**src/rtl/vce_cram_ctrl.sv**
```systemverilog
// CPU / pixel-path arbiter for the 512x9 colour RAM: CPU register file,
// auto-incrementing address, read prefetch buffer and pixel palette lookup.
module vce_cram_ctrl (
   input  logic       clk,
   input  logic       reset_N,
   input  logic       cpu_cs_n,
   input  logic       cpu_wr_n,
   input  logic       cpu_rd_n,
   input  logic [2:0] cpu_a,
   input  logic [7:0] cpu_din,
   output logic [7:0] cpu_dout,
   output logic       cpu_busy,
   output logic [7:0] cr,
   input  logic       pix_req,
   input  logic [8:0] pix_idx,
   output logic       pix_valid,
   output logic [8:0] pix_color,
   output logic [8:0] cram_addr,
   output logic       cram_we,
   output logic [8:0] cram_wdata,
   input  logic [8:0] cram_rdata
);

   typedef enum logic [1:0] {IDLE, WRITE, FETCH, FETCH_WAIT} state_t;

   state_t     state, state_nx;
   logic       wr_q, rd_q;
   logic       wr_ev, rd_ev, addr_wr, rd_cap;
   logic [8:0] addr, addr_nx, addr_new;
   logic [8:0] wbuf, rdbuf, pix_hold;
   logic [7:0] data_lo;

   // Strobe edge detect: a held strobe yields a single event
   assign wr_ev   = ~cpu_cs_n & ~cpu_wr_n & ~wr_q;
   assign rd_ev   = ~cpu_cs_n & ~cpu_rd_n & ~rd_q & cpu_wr_n;
   assign addr_wr = wr_ev & ((cpu_a == 3'd2) | (cpu_a == 3'd3));

   always_comb begin
      addr_new = addr;
      if (cpu_a == 3'd2)
         addr_new[7:0] = cpu_din;
      else
         addr_new[8] = cpu_din[0];
   end

   always_comb begin
      state_nx = state;
      addr_nx  = addr;
      cram_we  = 1'b0;
      rd_cap   = 1'b0;
      case (state)
         IDLE: begin
            if (addr_wr) begin
               addr_nx  = addr_new;
               state_nx = FETCH;
            end else if (wr_ev && cpu_a == 3'd5) begin
               state_nx = WRITE;
            end else if (rd_ev && cpu_a == 3'd5) begin
               addr_nx  = addr + 9'd1;
               state_nx = FETCH;
            end
         end
         WRITE: begin
            if (!pix_req) begin
               cram_we  = 1'b1;
               addr_nx  = addr + 9'd1;
               state_nx = FETCH;
            end
            if (addr_wr)
               addr_nx = addr_new;
         end
         FETCH: begin
            if (addr_wr)
               addr_nx = addr_new;
            else if (!pix_req)
               state_nx = FETCH_WAIT;
         end
         FETCH_WAIT: begin
            // cram_rdata here belongs to the address issued last cycle
            if (addr_wr) begin
               addr_nx  = addr_new;
               state_nx = FETCH;
            end else begin
               rd_cap   = 1'b1;
               state_nx = IDLE;
            end
         end
         default: state_nx = IDLE;
      endcase
   end

   always_ff @(posedge clk or negedge reset_N) begin
      if (!reset_N) begin
         state     <= IDLE;
         addr      <= '0;
         cr        <= '0;
         data_lo   <= '0;
         wbuf      <= '0;
         rdbuf     <= '0;
         wr_q      <= 1'b0;
         rd_q      <= 1'b0;
         pix_valid <= 1'b0;
         pix_hold  <= '0;
      end else begin
         state     <= state_nx;
         addr      <= addr_nx;
         wr_q      <= ~cpu_cs_n & ~cpu_wr_n;
         rd_q      <= ~cpu_cs_n & ~cpu_rd_n;
         pix_valid <= pix_req;
         if (pix_valid)
            pix_hold <= cram_rdata;
         if (rd_cap)
            rdbuf <= cram_rdata;
         if (wr_ev && cpu_a == 3'd0)
            cr <= cpu_din;
         if (wr_ev && cpu_a == 3'd4)
            data_lo <= cpu_din;
         if (wr_ev && cpu_a == 3'd5 && state == IDLE)
            wbuf <= {cpu_din[0], data_lo};
      end
   end

   assign cram_addr  = pix_req ? pix_idx : addr;
   assign cram_wdata = wbuf;
   assign pix_color  = pix_valid ? cram_rdata : pix_hold;
   assign cpu_busy   = (state != IDLE);

   always_comb begin
      case (cpu_a)
         3'd4:    cpu_dout = rdbuf[7:0];
         3'd5:    cpu_dout = {7'h7F, rdbuf[8]};
         default: cpu_dout = 8'hFF;
      endcase
   end

endmodule

```
**config.mk**
```make
export PLATFORM = sky130hd
export DESIGN_NAME = vce_cram_ctrl
export DESIGN_NICKNAME = d
export VERILOG_FILES = /design/src/rtl/vce_cram_ctrl.sv
export SDC_FILE = /design/constraint.sdc
export NUM_CORES = 1
export LEC_CHECK = 0
export BUFFER_PORTS_ARGS = -buffer_cell sky130_fd_sc_hd__buf_2
export CORE_ASPECT_RATIO = 2
export CORE_UTILIZATION = 55
export DETAILED_ROUTE_END_ITERATION = 12
export PLACE_DENSITY = 0.84
export SYNTH_ARGS = -nofsm -noshare
export SYNTH_HDL_FRONTEND = slang
export SYNTH_SLANG_ARGS = --single-unit
```
**constraint.sdc**
```tcl
create_clock -name clk -period 5.2 [get_ports clk]
set_clock_uncertainty 0.1 [all_clocks]
set_input_delay 1.04 -clock clk [delete_from_list [all_inputs] [get_ports clk]]
set_output_delay 1.04 -clock clk [all_outputs]
set_load 0.05 [all_outputs]
```
==> metrics.log <==
INFO  metric outcome = finished clean
INFO  metric reg2regPathDepth = 4
INFO  metric initial_core_util = between 50% and 60%
INFO  metric grt_first_pass_wirelength = approximately 9600 um
INFO  metric wl = around 6000 um
INFO  metric die_height = about 99 um
INFO  metric detail_route.iter0.violations = 29
INFO  metric crit-reg2reg-launch = wr_q
INFO  metric worst_case_register_to_register_setup_slack = ~3.1 ns
INFO  metric cap_violations = 0
INFO  metric ys_types = 35
INFO  metric synth_sequential_area_ratio = between 50% and 60%
INFO  metric cts_root_buffer = sky130_fd_sc_hd__clkbuf_8
INFO  metric p_int = between 0.001 and 0.0015 W
INFO  metric std_cell_core_area = ~4600 sq um
INFO  metric synth_top_cells_by_area = sky130_fd_sc_hd__dfrtp_1 55%, sky130_fd_sc_hd__mux2_2 17%, sky130_fd_sc_hd__mux2_4 4.6%
INFO  metric cts_max_level = 3
INFO  metric setup.worst_path.class = input port to primary output
INFO  metric clkLatencyLatePin = roughly 0.33 ns
INFO  metric worstSetupStartpointType = input port
INFO  metric antenna_found_initial = 0
INFO  metric first_global_vias = a little over 2000
INFO  metric num_rows = 35
INFO  metric layout.nets = between 300 and 400
INFO  metric grt_start_max_net_pins = 58
INFO  metric mappedNetlistArea = between 2000 and 3000 sq um
INFO  metric finalWeightedCongestion = just under 1
INFO  metric tritoncts_clock_tree = yes
INFO  metric ys_ff_latch = 57
INFO  metric rr_endpoint = rdbuf[1]
INFO  metric fin_area = roughly 3200 sq um
INFO  metric post_synth_inst_count = 211
INFO  metric synth_area_per_cell = 12.4 sq um
INFO  metric p_sw = 0.000698 W
INFO  metric hold-path-cell-count = 1
INFO  metric leading_cell_type_in_the_layout_fill_and_taps_excluded = sky130_fd_sc_hd__buf_2
INFO  metric antenna_cells = 0
INFO  metric setup-violations-final = 0
INFO  metric hpwlAfterDp = 4230 um
INFO  metric arrival = roughly 2.2 ns
INFO  metric cts.hold.buffers_added = 0
INFO  metric layout.core_utilization = between 70% and 80%
INFO  metric cts_setup_buffers = 0
INFO  metric cp_max_fo = 8
INFO  metric share_of_post_route_cells_with_drive_strength_above_1 = between 40% and 50%
INFO  metric clock-sinks = 57
INFO  metric hold_viol_final = 0
INFO  metric dieArea = ~5000 sq um
INFO  metric power.static_leakage = around 1.6 nW
INFO  metric drt_pre_antenna_iters = 4
INFO  metric max-slew-margin-rel = 40.3%
INFO  metric io_buffers = 80
INFO  metric vias_per_cell = ~5.7
INFO  metric route.detailed.drc = 0
INFO  metric power.density_cell_area = approximately 530 nW/um^2
INFO  metric portion_of_total_power_attributed_to_combinational_logic = a little under two fifths
INFO  metric period_needed = between 3 and 4 ns
INFO  metric yosys_warnings = 0
INFO  metric cts_bufs_inserted = 9
INFO  metric post_cts_resized = 0
INFO  metric timing.setup.tns = 0 ns
INFO  metric tightestPinTransition = ~0.89 ns
INFO  metric cts-root-to-sink-buffers = 2
INFO  metric critical_path.endpoint_type = primary output
INFO  metric die_width = 50.7 um
INFO  metric synth_top_area_share = about 55%
INFO  metric grt_setup_unrepaired = false
INFO  metric clock.fmax = ~300 MHz
INFO  metric layout_common_cells = 80 x sky130_fd_sc_hd__buf_2, 57 x sky130_fd_sc_hd__dfrtp_1, 40 x sky130_fd_sc_hd__mux2_2
INFO  metric power.sequential.fraction = 38.8%
INFO  metric grtUsageTotal = 26.3%
INFO  metric number_of_nets_with_antenna_violations_after_detailed_routing = 0
INFO  metric ioPinCount = 81
INFO  metric vias = 2025
INFO  metric design_power_total = around 0.0017 W
INFO  metric synth_top_area_cell = sky130_fd_sc_hd__dfrtp_1
INFO  metric overflow = 0
INFO  metric report.final.slew_viol_count = 0
INFO  metric clock_power_share = 24.1%
INFO  metric switching_fraction_of_total_power = slightly above 40%
INFO  metric hold_end = pix_hold[7]
INFO  metric cp.required = roughly 4.1 ns
INFO  metric drt-wirelength-per-cell = approximately 17 um
INFO  metric hold_path.startpoint = pix_hold[7]
INFO  metric mappedNetlistNets = around 250
INFO  metric finalCritPeriodShare = roughly 64%
INFO  metric type_of_the_worst_min_delay_path = flop to flop
INFO  metric ir_drop = between 300 and 400 uV
INFO  metric layout-area-overhead-vs-synth = 24.6%
INFO  metric detailed_place.area = roughly 3000 sq um
INFO  metric clk_pin_slew_worst_paths = 0.06 ns
[state kept, by name, summed over array words and instances, names as in the netlist]
signal	count
addr	9
cr	8
cram_wdata	9
data_lo	8
pix_hold	9
pix_valid	1
rd_q	1
rdbuf	9
state	2
wr_q	1
[synthesized netlist by cell type]
| cell type | count |
|---|---|
| sky130_fd_sc_hd__nand2b_1 | 7 |
| sky130_fd_sc_hd__o21ai_0 | 11 |
| sky130_fd_sc_hd__nand3b_1 | 1 |
| sky130_fd_sc_hd__nor2_1 | 7 |
| sky130_fd_sc_hd__buf_6 | 2 |
| sky130_fd_sc_hd__o41ai_1 | 1 |
| sky130_fd_sc_hd__ha_1 | 1 |
| sky130_fd_sc_hd__a21oi_1 | 17 |
| sky130_fd_sc_hd__dfrtp_1 | 57 |
| sky130_fd_sc_hd__nor3b_1 | 3 |
| sky130_fd_sc_hd__o21a_1 | 2 |
| sky130_fd_sc_hd__nand3_1 | 2 |
| sky130_fd_sc_hd__o21ai_1 | 1 |
| sky130_fd_sc_hd__buf_2 | 2 |
| sky130_fd_sc_hd__nand2_1 | 11 |
| sky130_fd_sc_hd__nand2_2 | 1 |
| sky130_fd_sc_hd__a211o_1 | 1 |
| sky130_fd_sc_hd__mux2_2 | 40 |
| sky130_fd_sc_hd__clkbuf_1 | 4 |
| sky130_fd_sc_hd__nor3_1 | 3 |
| sky130_fd_sc_hd__or3_1 | 3 |
| sky130_fd_sc_hd__a2bb2oi_1 | 1 |
| sky130_fd_sc_hd__nand4_1 | 1 |
| sky130_fd_sc_hd__a211oi_1 | 1 |
| sky130_fd_sc_hd__o31ai_1 | 4 |
| sky130_fd_sc_hd__and4b_1 | 1 |
| sky130_fd_sc_hd__or2b_1 | 1 |
| sky130_fd_sc_hd__inv_1 | 6 |
| sky130_fd_sc_hd__or4_4 | 1 |
| sky130_fd_sc_hd__o32ai_1 | 2 |
| sky130_fd_sc_hd__o22a_1 | 2 |
| sky130_fd_sc_hd__mux2_4 | 8 |
| sky130_fd_sc_hd__nor4bb_1 | 1 |
| sky130_fd_sc_hd__buf_4 | 1 |
| sky130_fd_sc_hd__o22ai_1 | 4 |
[area by class of cell]
cell class / count / area (sq um)
Multi-Input combinational cell: 139 / 1100
Tap cell: 55 / 68.8
Fill cell: 369 / 1350
Timing Repair Buffer: 83 / 423
Inverter: 6 / 22.5
Sequential cell: 57 / 1430
Clock buffer: 11 / 141
Clock inverter: 5 / 63.8
[metrics by stage]
step / hold WS [ns] / instances / setup slack (ns)
floorplan: 0.371 / 211 / 1.56
finish: 0.399 / 356 / 1.86
global placement: 0.379 / 340 / 1.94
CTS: 0.400 / 356 / 1.86
global route: 0.412 / 356 / 1.84
detailed placement: 0.385 / 340 / 1.89
[worst max-delay path: stages]
cell and delay [ns]:
sky130_fd_sc_hd__buf_2 0.14, sky130_fd_sc_hd__nor3b_1 0.33, sky130_fd_sc_hd__buf_4 0.23, sky130_fd_sc_hd__or2b_1 0.24, sky130_fd_sc_hd__buf_2 0.21
[logic make-up (layout without fill, tap and decap cells)]
logic type	after synthesis	in the layout	share of synthesized area (%)
flip-flops	57	57	54.7
multiplexers	48	48	21.9
AO/OA/AOI/OAI	47	47	10.9
adder cells (fa/ha/maj)	1	1	0.480
buffers and inverters	15	105	2.97
AND/OR/NAND/NOR	43	43	9.07
[how the worst max path moves through the flow]
| stage | start | endpoint | slack [ns] | cells after the start |
|---|---|---|---|---|
| after floorplan | pix_req | cram_addr[3] | 1.56 | 3 |
| final | cpu_a[0] | cpu_dout[7] | 1.86 | 5 |
| after global routing | cpu_a[0] | cpu_dout[7] | 1.84 | 5 |
| after detailed placement | cpu_a[0] | cpu_dout[7] | 1.89 | 5 |
| after CTS | cpu_a[0] | cpu_dout[7] | 1.86 | 5 |
| after global placement | cpu_a[0] | cpu_dout[7] | 1.94 | 5 |
[layer usage]
| layer | track usage (%) | vias to the layer above | part of all wire (%) | routed length (um) |
|---|---|---|---|---|
| met5 | 0 | - | 0 | 0 |
| met1 | 28.2 | 991 | 37 | 2190 |
| li1 | - | 943 | - | - |
| met4 | 11.1 | 0 | 1.7 | 98 |
| met2 | 47.5 | 81 | 57 | 3360 |
| met3 | 6.27 | 10 | 4.3 | 251 |
[power groups by stage]
stage	clock, W	sequential, W	combinational (W)
final	0.000416	0.000670	0.000640
after global routing	0.000442	0.000687	0.000684
after CTS	0.000426	0.000670	0.000643
after detailed placement	0	0.000676	0.000640
after global placement	0	0.000671	0.000626
after floorplan	0	0.000752	0.000403
Power figures use the tool's default switching activity.
